### src/rtl/freq_monitor.sv
// Block-averaging frequency monitor with a hysteresis window.
// Produces lock and low/high alarm flags from the averaged frequency.
module freq_monitor #(
  parameter int WIDTH      = 32,
  parameter int AVG_LOG2   = 2,
  parameter int LOW_LIMIT  = 45,
  parameter int HIGH_LIMIT = 55,
  parameter int HYST       = 2,
  parameter int LOCK_COUNT = 3
) (
  input  logic             clk,
  input  logic             rst,
  input  logic             clear,
  input  logic [WIDTH-1:0] freq_in,
  input  logic             freq_valid,
  output logic [WIDTH-1:0] avg_freq,
  output logic             avg_valid,
  output logic             in_range,
  output logic             alarm_low,
  output logic             alarm_high,
  output logic [1:0]       state
);

  localparam int N  = 1 << AVG_LOG2;
  localparam int AW = WIDTH + AVG_LOG2;
  localparam int CW = (AVG_LOG2 > 0) ? AVG_LOG2 : 1;
  localparam int MW = $clog2(LOCK_COUNT + 1);
  localparam int WL = (LOW_LIMIT > HYST) ? LOW_LIMIT - HYST : 0;

  localparam logic [WIDTH:0] S_LO = (WIDTH+1)'(LOW_LIMIT);
  localparam logic [WIDTH:0] S_HI = (WIDTH+1)'(HIGH_LIMIT);
  localparam logic [WIDTH:0] W_LO = (WIDTH+1)'(WL);
  localparam logic [WIDTH:0] W_HI = (WIDTH+1)'(HIGH_LIMIT + HYST);

  typedef enum logic [1:0] {
    IDLE    = 2'd0,
    ACQUIRE = 2'd1,
    LOCKED  = 2'd2,
    ALARM   = 2'd3
  } state_t;

  state_t          st;
  logic [AW-1:0]   acc;
  logic [CW-1:0]   cnt;
  logic [MW-1:0]   match;
  logic [AW-1:0]   sum;
  logic            last;
  logic [WIDTH:0]  a;
  logic [WIDTH:0]  lo;
  logic [WIDTH:0]  hi;
  logic            in_s;
  logic            in_w;
  logic            below;
  logic            lock_now;

  assign sum  = acc + AW'(freq_in);
  assign last = (cnt == CW'(N - 1));
  assign a    = {1'b0, avg_freq};
  assign in_s = (a >= S_LO) && (a <= S_HI);
  assign in_w = (a >= W_LO) && (a <= W_HI);

  // LOCKED judges against the wide window, all other states the strict one
  assign lo    = (st == LOCKED) ? W_LO : S_LO;
  assign hi    = (st == LOCKED) ? W_HI : S_HI;
  assign below = (a < lo);

  assign lock_now = (int'(match) + 1 >= LOCK_COUNT);
  assign state    = st;

  always_ff @(posedge clk or posedge rst) begin
    if (rst) begin
      st         <= IDLE;
      acc        <= '0;
      cnt        <= '0;
      match      <= '0;
      avg_freq   <= '0;
      avg_valid  <= 1'b0;
      in_range   <= 1'b0;
      alarm_low  <= 1'b0;
      alarm_high <= 1'b0;
    end else if (clear) begin
      st         <= IDLE;
      acc        <= '0;
      cnt        <= '0;
      match      <= '0;
      avg_freq   <= '0;
      avg_valid  <= 1'b0;
      in_range   <= 1'b0;
      alarm_low  <= 1'b0;
      alarm_high <= 1'b0;
    end else begin
      avg_valid <= 1'b0;
      if (freq_valid) begin
        if (last) begin
          avg_freq  <= WIDTH'(sum >> AVG_LOG2);
          avg_valid <= 1'b1;
          acc       <= '0;
          cnt       <= '0;
        end else begin
          acc <= sum;
          cnt <= cnt + 1'b1;
        end
      end
      if (avg_valid) begin
        unique case (st)
          IDLE, ALARM: begin
            if (in_s) begin
              alarm_low  <= 1'b0;
              alarm_high <= 1'b0;
              if (LOCK_COUNT == 1) begin
                st       <= LOCKED;
                in_range <= 1'b1;
                match    <= '0;
              end else begin
                st    <= ACQUIRE;
                match <= MW'(1);
              end
            end else begin
              st         <= ALARM;
              alarm_low  <= below;
              alarm_high <= !below;
            end
          end
          ACQUIRE: begin
            if (in_s) begin
              match <= match + 1'b1;
              if (lock_now) begin
                st       <= LOCKED;
                in_range <= 1'b1;
              end
            end else begin
              st         <= ALARM;
              match      <= '0;
              alarm_low  <= below;
              alarm_high <= !below;
            end
          end
          LOCKED: begin
            if (!in_w) begin
              st         <= ALARM;
              match      <= '0;
              in_range   <= 1'b0;
              alarm_low  <= below;
              alarm_high <= !below;
            end
          end
          default: st <= IDLE;
        endcase
      end
    end
  end

endmodule

### config.mk
export PLATFORM = sky130hd
export DESIGN_NAME = freq_monitor
export DESIGN_NICKNAME = d
export VERILOG_FILES = /design/src/rtl/freq_monitor.sv
export SDC_FILE = /design/constraint.sdc
export NUM_CORES = 1
export LEC_CHECK = 0
export ABC_CLOCK_PERIOD_IN_PS = 6800
export CORE_ASPECT_RATIO = 1.5
export CORE_MARGIN = 3
export CORE_UTILIZATION = 60
export CTS_CLUSTER_SIZE = 20
export DETAILED_ROUTE_END_ITERATION = 16
export GPL_TIMING_DRIVEN = 0
export PLACE_DENSITY_LB_ADDON = 0.2
export SLEW_MARGIN = 10
export SYNTH_ARGS = -nofsm -noshare
export SYNTH_HDL_FRONTEND = slang
export SYNTH_SLANG_ARGS = --single-unit
### constraint.sdc
create_clock -name clk -period 6.8 [get_ports clk]
set_input_delay 1.36 -clock clk [delete_from_list [all_inputs] [get_ports clk]]
set_output_delay 1.36 -clock clk [all_outputs]
set_load 0.1 [all_outputs]
# Word level (Yosys, flattened, before mapping)
# Index checks and enable logic that the tools add are counted.
[word_totals] register_bits=76 latch_bits=0 ram_bits=0 mem_bits_ro=0 input_bits=36 output_inout_bits=38 wordCells=87 n_memories=0
[classes] n_addsub=4 mul=0 div_mod_pow=0 order_cmp=6 n_eq_ne=10 shift=0 muxes=44 bitwise_logic=0 n_reduce_logical=14
[ops] operator="$mux W34" n=3
[ops] operator="$mux W32" n=3
[ops] operator="$ge A32 B6 Y1 const B" n=2
[ops] operator="$le A32 B6 Y1 const B" n=2
[ops] operator="$add A34 B32 Y34" n=1
[ops] operator="$lt A32 B6 Y1" n=1
[ops] operator="$mux W2" n=14
[ops] operator="$mux W1" n=18
[ops] operator="$ne A3 B3 Y1 const B" n=5
[ops] operator="$pmux W2 S3" n=2
[ops] operator="$reduce_and A3 Y1" n=3
[ops] operator="$eq A2 B2 Y1 const B" n=3
[ops] operator="$pmux W1 S3" n=2
[ops] operator="$reduce_bool A2 Y1" n=3
[ops] operator="$reduce_and A5 Y1" n=1
[ops] operator="$add A2 B1 Y2 const B" n=2
[ops] operator="$ne A4 B4 Y1 const B" n=1
[ops] operator="$add A2 B1 Y3 const B" n=1
[ops] operator="$ge A3 B2 Y1 const B" n=1
[ops] operator="$mux W3" n=1
[ops] operator="$reduce_bool A3 Y1" n=1
[ops] operator="$eq A2 B1 Y1 const B" n=1
[ops] operator="$logic_and A1 B1 Y1" n=2
[ops] operator="$logic_not A2 Y1" n=1
[ops] operator="other kinds (4)" n=4

# Logic depth before layout (Yosys ltp)
[depth] depth_word=8 ltp_mapped=11 depth_no_buf=11

# Worst setup path after synthesis
# No wires, ideal clock.
[synth_path] path_kind="input to register" startpoint="in freq_in[0]" endpoint="reg acc[28]" setup_time_ns=0.124 arrival_ns=3.439 required_time_ns=6.676 path_slack_ns=3.237 path_stages=10 path_buffers=0 path_cell_list="ha_1 inv_1 fa_1 nor2b_1 o2111ai_1 a211oi_1 o2111a_1 o21ai_4 o2111a_1 a211o_1"
[synth_via] elab_chain_cells=4
[synth_lines] item="start, declared" line="14" text="input logic [WIDTH-1:0] freq_in,"
[synth_lines] item="$add A34 B32 Y34" line="56" text="assign sum = acc + AW'(freq_in);"
[synth_lines] item="$mux W34" line="94" text="if (last) begin"
[synth_lines] item="$mux W34" line="93" text="if (freq_valid) begin"
[synth_lines] item="$mux W34" line="81" text="end else if (clear) begin"
[synth_lines] item="end signal, assigned" line="100" text="acc <= sum;"
[synth_lines] item="end, declared" line="43" text="logic [AW-1:0] acc;"
# Every way passes these cells. The select of a mux whose other input is x is not followed.
# A chain may end at the register's enable or synchronous reset.

# Final worst setup path
[layout_path] startpoint="in freq_in[0]" endpoint="reg avg_freq[24]"
[layout_via] elab_chain_cells=4
[layout_lines] item="$add A34 B32 Y34" line="56"
[layout_lines] item="$mux W32" line="94"
[layout_lines] item="$mux W32" line="93"
[layout_lines] item="$mux W32" line="81"
[layout_lines] item="end signal, assigned" line="95" text="avg_freq <= WIDTH'(sum >> AVG_LOG2);"
[layout_lines] item="end, declared" line="16" text="output logic [WIDTH-1:0] avg_freq,"
# Every way passes these cells. The select of a mux whose other input is x is not followed.

==> flow_metrics.env <==
export IMPL_post_cts_buffers=0
export IMPL_whs_ps=494
export IMPL_fin_setup_tns_ps=0
export IMPL_placed_cell_area_um2=6130
export IMPL_rsz0062_at_grt="no"
export IMPL_cap_violations=0
export IMPL_die_area_um2=9960
export IMPL_slew_headroom=0.312
export IMPL_drc=0
export IMPL_cts_max_level=3
export IMPL_min_from="acc[9]"
export IMPL_critPathKind="in -> reg"
export IMPL_final_nets=728
export IMPL_via_per_inst=6.77
export IMPL_postCtsHoldBufs=0
export IMPL_final_area_um2=6390
export IMPL_synthFlopType="dfrtp_1"
export IMPL_grt_pass1_vias=5292
export IMPL_instances_no_fill=763
export IMPL_fillers=637
export IMPL_grt_start_max_net_pins=46
export IMPL_p_seq_frac=0.324
export IMPL_rows=41
export IMPL_final_util=0.754
export IMPL_tightestPinTransition_ps=1030
export IMPL_grt_ovfl_total=0
export IMPL_clk_pin_slew_ps=60
export IMPL_cts_root_buf="clkbuf_16"
export IMPL_crit_required_ps=7080
export IMPL_synth_fp_nets=645
export IMPL_ant_nets=0
export IMPL_crit_family="compound AO/OA/AOI/OAI gates"
export IMPL_synthCells=569
export IMPL_clock_latency_ps=340
export IMPL_synth_cell_types=66
export IMPL_drtIter0Drc=335
export IMPL_ctsResizeCount=0
export IMPL_globalRouteTotalUtil=0.344
export IMPL_pin_count=74
export IMPL_period_minus_slack_ps=4270
export IMPL_antennaDiodeCount=0
export IMPL_synth_seq_area_share=0.361
export IMPL_p_leak_nw=2.92
export IMPL_drive_gt1_frac=0.0610
export IMPL_netlist_area_um2=5270
export IMPL_muxShareOfSynthArea=0.00380
export IMPL_synthSimpleGateAreaFrac=0.173
export IMPL_crit_chain="clkdlybuf4s50_1, ha_1, inv_1, fa_1, nor2b_1, o2111ai_1, a211o_1, a211oi_1, o21ai_1, or3_1, nand3_1"
export IMPL_vias=5169
export IMPL_portBuffers=71
export IMPL_cellPowerDensity_nw_per_um2=259
export IMPL_cts_tree="done"
export IMPL_setup_worst_path_start="freq_in[0]"
export IMPL_status="finished clean"
export IMPL_ys_warn_count=0
export IMPL_setup_viol=0
export IMPL_antenna_found_initial=0
export IMPL_fin_skew_ps=4.78
export IMPL_drt_wl_total_um=16200
export IMPL_dr_pass1_iters=8
export IMPL_synthXorXnorAreaFrac=0.0399
export IMPL_synthAdderAreaFrac=0.0964
export IMPL_path_buf_inv=2
export IMPL_power_frac_clock=0.259
export IMPL_startpoint_type="input pin"
export IMPL_final_cell_mix="dfrtp_1, clkdlybuf4s50_1, nand2_1, a22o_1, a21oi_1"
export IMPL_report_final_hold_viol_count=0
export IMPL_avgSynthCellArea_um2=9.26
export IMPL_min_period_over_period=0.628
export IMPL_layout_commonest_cell="dfrtp_1"
export IMPL_initial_utilization=0.622
export IMPL_endpoint_kind="flip-flop"
export IMPL_dp_cells=748
export IMPL_synth_edf_count=0
export IMPL_p_total_mw=1.66
export IMPL_cts_max_path_buffers=2
export IMPL_setup_ws_ps=2530
export IMPL_slew_viol_final=0
export IMPL_synthArstFlopShare=1.00
export IMPL_max_freq_mhz=234
export IMPL_path_max_fanout=7
export IMPL_synth_compound_area_share=0.284
export IMPL_numCtsBuffers=9
export IMPL_fp_dieW_um=82.5
export IMPL_core_um2=8460
export IMPL_place_gp_congestion=0.960
export IMPL_ir_drop_mv=0.165
export IMPL_dp_hpwl_um=12000
export IMPL_synth_top_family_by_area="compound AO/OA/AOI/OAI gates"
export IMPL_power_frac_comb=0.417
export IMPL_ys_ff_latch=76
export IMPL_critPathMaxStageDelay_ps=480
export IMPL_cts_sinks=76
export IMPL_slowest_stage="clkdlybuf4s50_1"
export IMPL_intPower_mw=0.990
export IMPL_rr_startpoint="acc[0]"
export IMPL_hold_path_class="reg -> reg"
export IMPL_swShare=0.402
export IMPL_fp_dieH_um=121
export IMPL_routedWlPerCell_um=21.2
export IMPL_pre_cts_slack_ps=2290
export IMPL_p_switching_mw=0.666
export IMPL_cp_arrival_ps=4540
export IMPL_area_growth_syn_to_layout_pct=21.2
export IMPL_grt_pass1_wl_um=25900
==> worst paths after layout <==
check / to / slack (ps) / cells past startpoint
setup / recovery: avg_freq[24] / 2530 / 11
hold / removal: acc[9] / 490 / 2
setup reg to reg: avg_freq[24] / 3690 / 10
hold reg to reg: acc[9] / 490 / 2
max in group asynchronous: acc[17] / 4750 / 3
min in group asynchronous: match[1] / 1460 / 2
==> worst min-delay path: stages (launching register included) <==
cell and delay (ps):
dfrtp_1 350, nand2_1 50, o31ai_1 50
==> area by class of cell <==
class                           count  area, um2  area share
Multi-Input combinational cell    444       3150       0.493
Sequential cell                    76       1900       0.298
Timing Repair Buffer               72        731       0.114
Clock buffer                       12        236      0.0370
Buffer                             34        163      0.0255
Tap cell                          107        134      0.0210
Inverter                           15       58.8     0.00921
Clock inverter                      3       15.0     0.00235
==> power by group through the flow <==
| stage | sequential, mW | clock [mW] | combinational (mW) |
|---|---|---|---|
| final | 0.536 | 0.429 | 0.691 |
| after global placement | 0.540 | 0 | 0.650 |
| after global routing | 0.542 | 0.448 | 0.747 |
| after CTS | 0.535 | 0.426 | 0.679 |
| after floorplan | 0.606 | 0 | 0.434 |
| after detailed placement | 0.542 | 0 | 0.671 |
==> synth_stat cells, types with 7 or more instances <==
| cell | instances | area share |
|---|---|---|
| a211oi_1 | 7 | 0.010 |
| a21o_1 | 12 | 0.017 |
| a21oi_1 | 41 | 0.039 |
| a22o_1 | 45 | 0.075 |
| and2_1 | 7 | 0.0083 |
| clkbuf_1 | 24 | 0.017 |
| dfrtp_1 | 76 | 0.36 |
| ha_1 | 39 | 0.093 |
| inv_1 | 15 | 0.011 |
| nand2_1 | 45 | 0.032 |
| nand3_1 | 20 | 0.019 |
| nand4_1 | 16 | 0.019 |
| nor2_1 | 32 | 0.023 |
| nor3_1 | 10 | 0.0095 |
| o21a_1 | 13 | 0.019 |
| o21ai_0 | 26 | 0.025 |
| xnor2_1 | 14 | 0.023 |
| xor2_1 | 10 | 0.017 |
==> cells by family after synthesis <==
kind of cell | Yosys count
and+or+nand+nor | 174
AOI/OAI and AO/OA | 204
DFF | 76
xor gates and xnor gates | 24
adders and majority gates | 40
buffers and inverters | 49
muxes | 2
==> layer usage <==
layer,track usage,part of all wire,up-vias
met4,0.191,0.049,0
met1,0.397,0.38,2524
met3,0.0581,0.063,62
met2,0.585,0.51,244
met5,0,0,-
li1,-,-,2339
==> registers in the layout, summed over array words and instances (netlist names) <==
register    flops
acc            34
cnt             2
alarm_low       1
match           2
avg_valid       1
in_range        1
state           2
avg_freq       32
alarm_high      1
No activity file was read; power rests on OpenSTA's default activity.
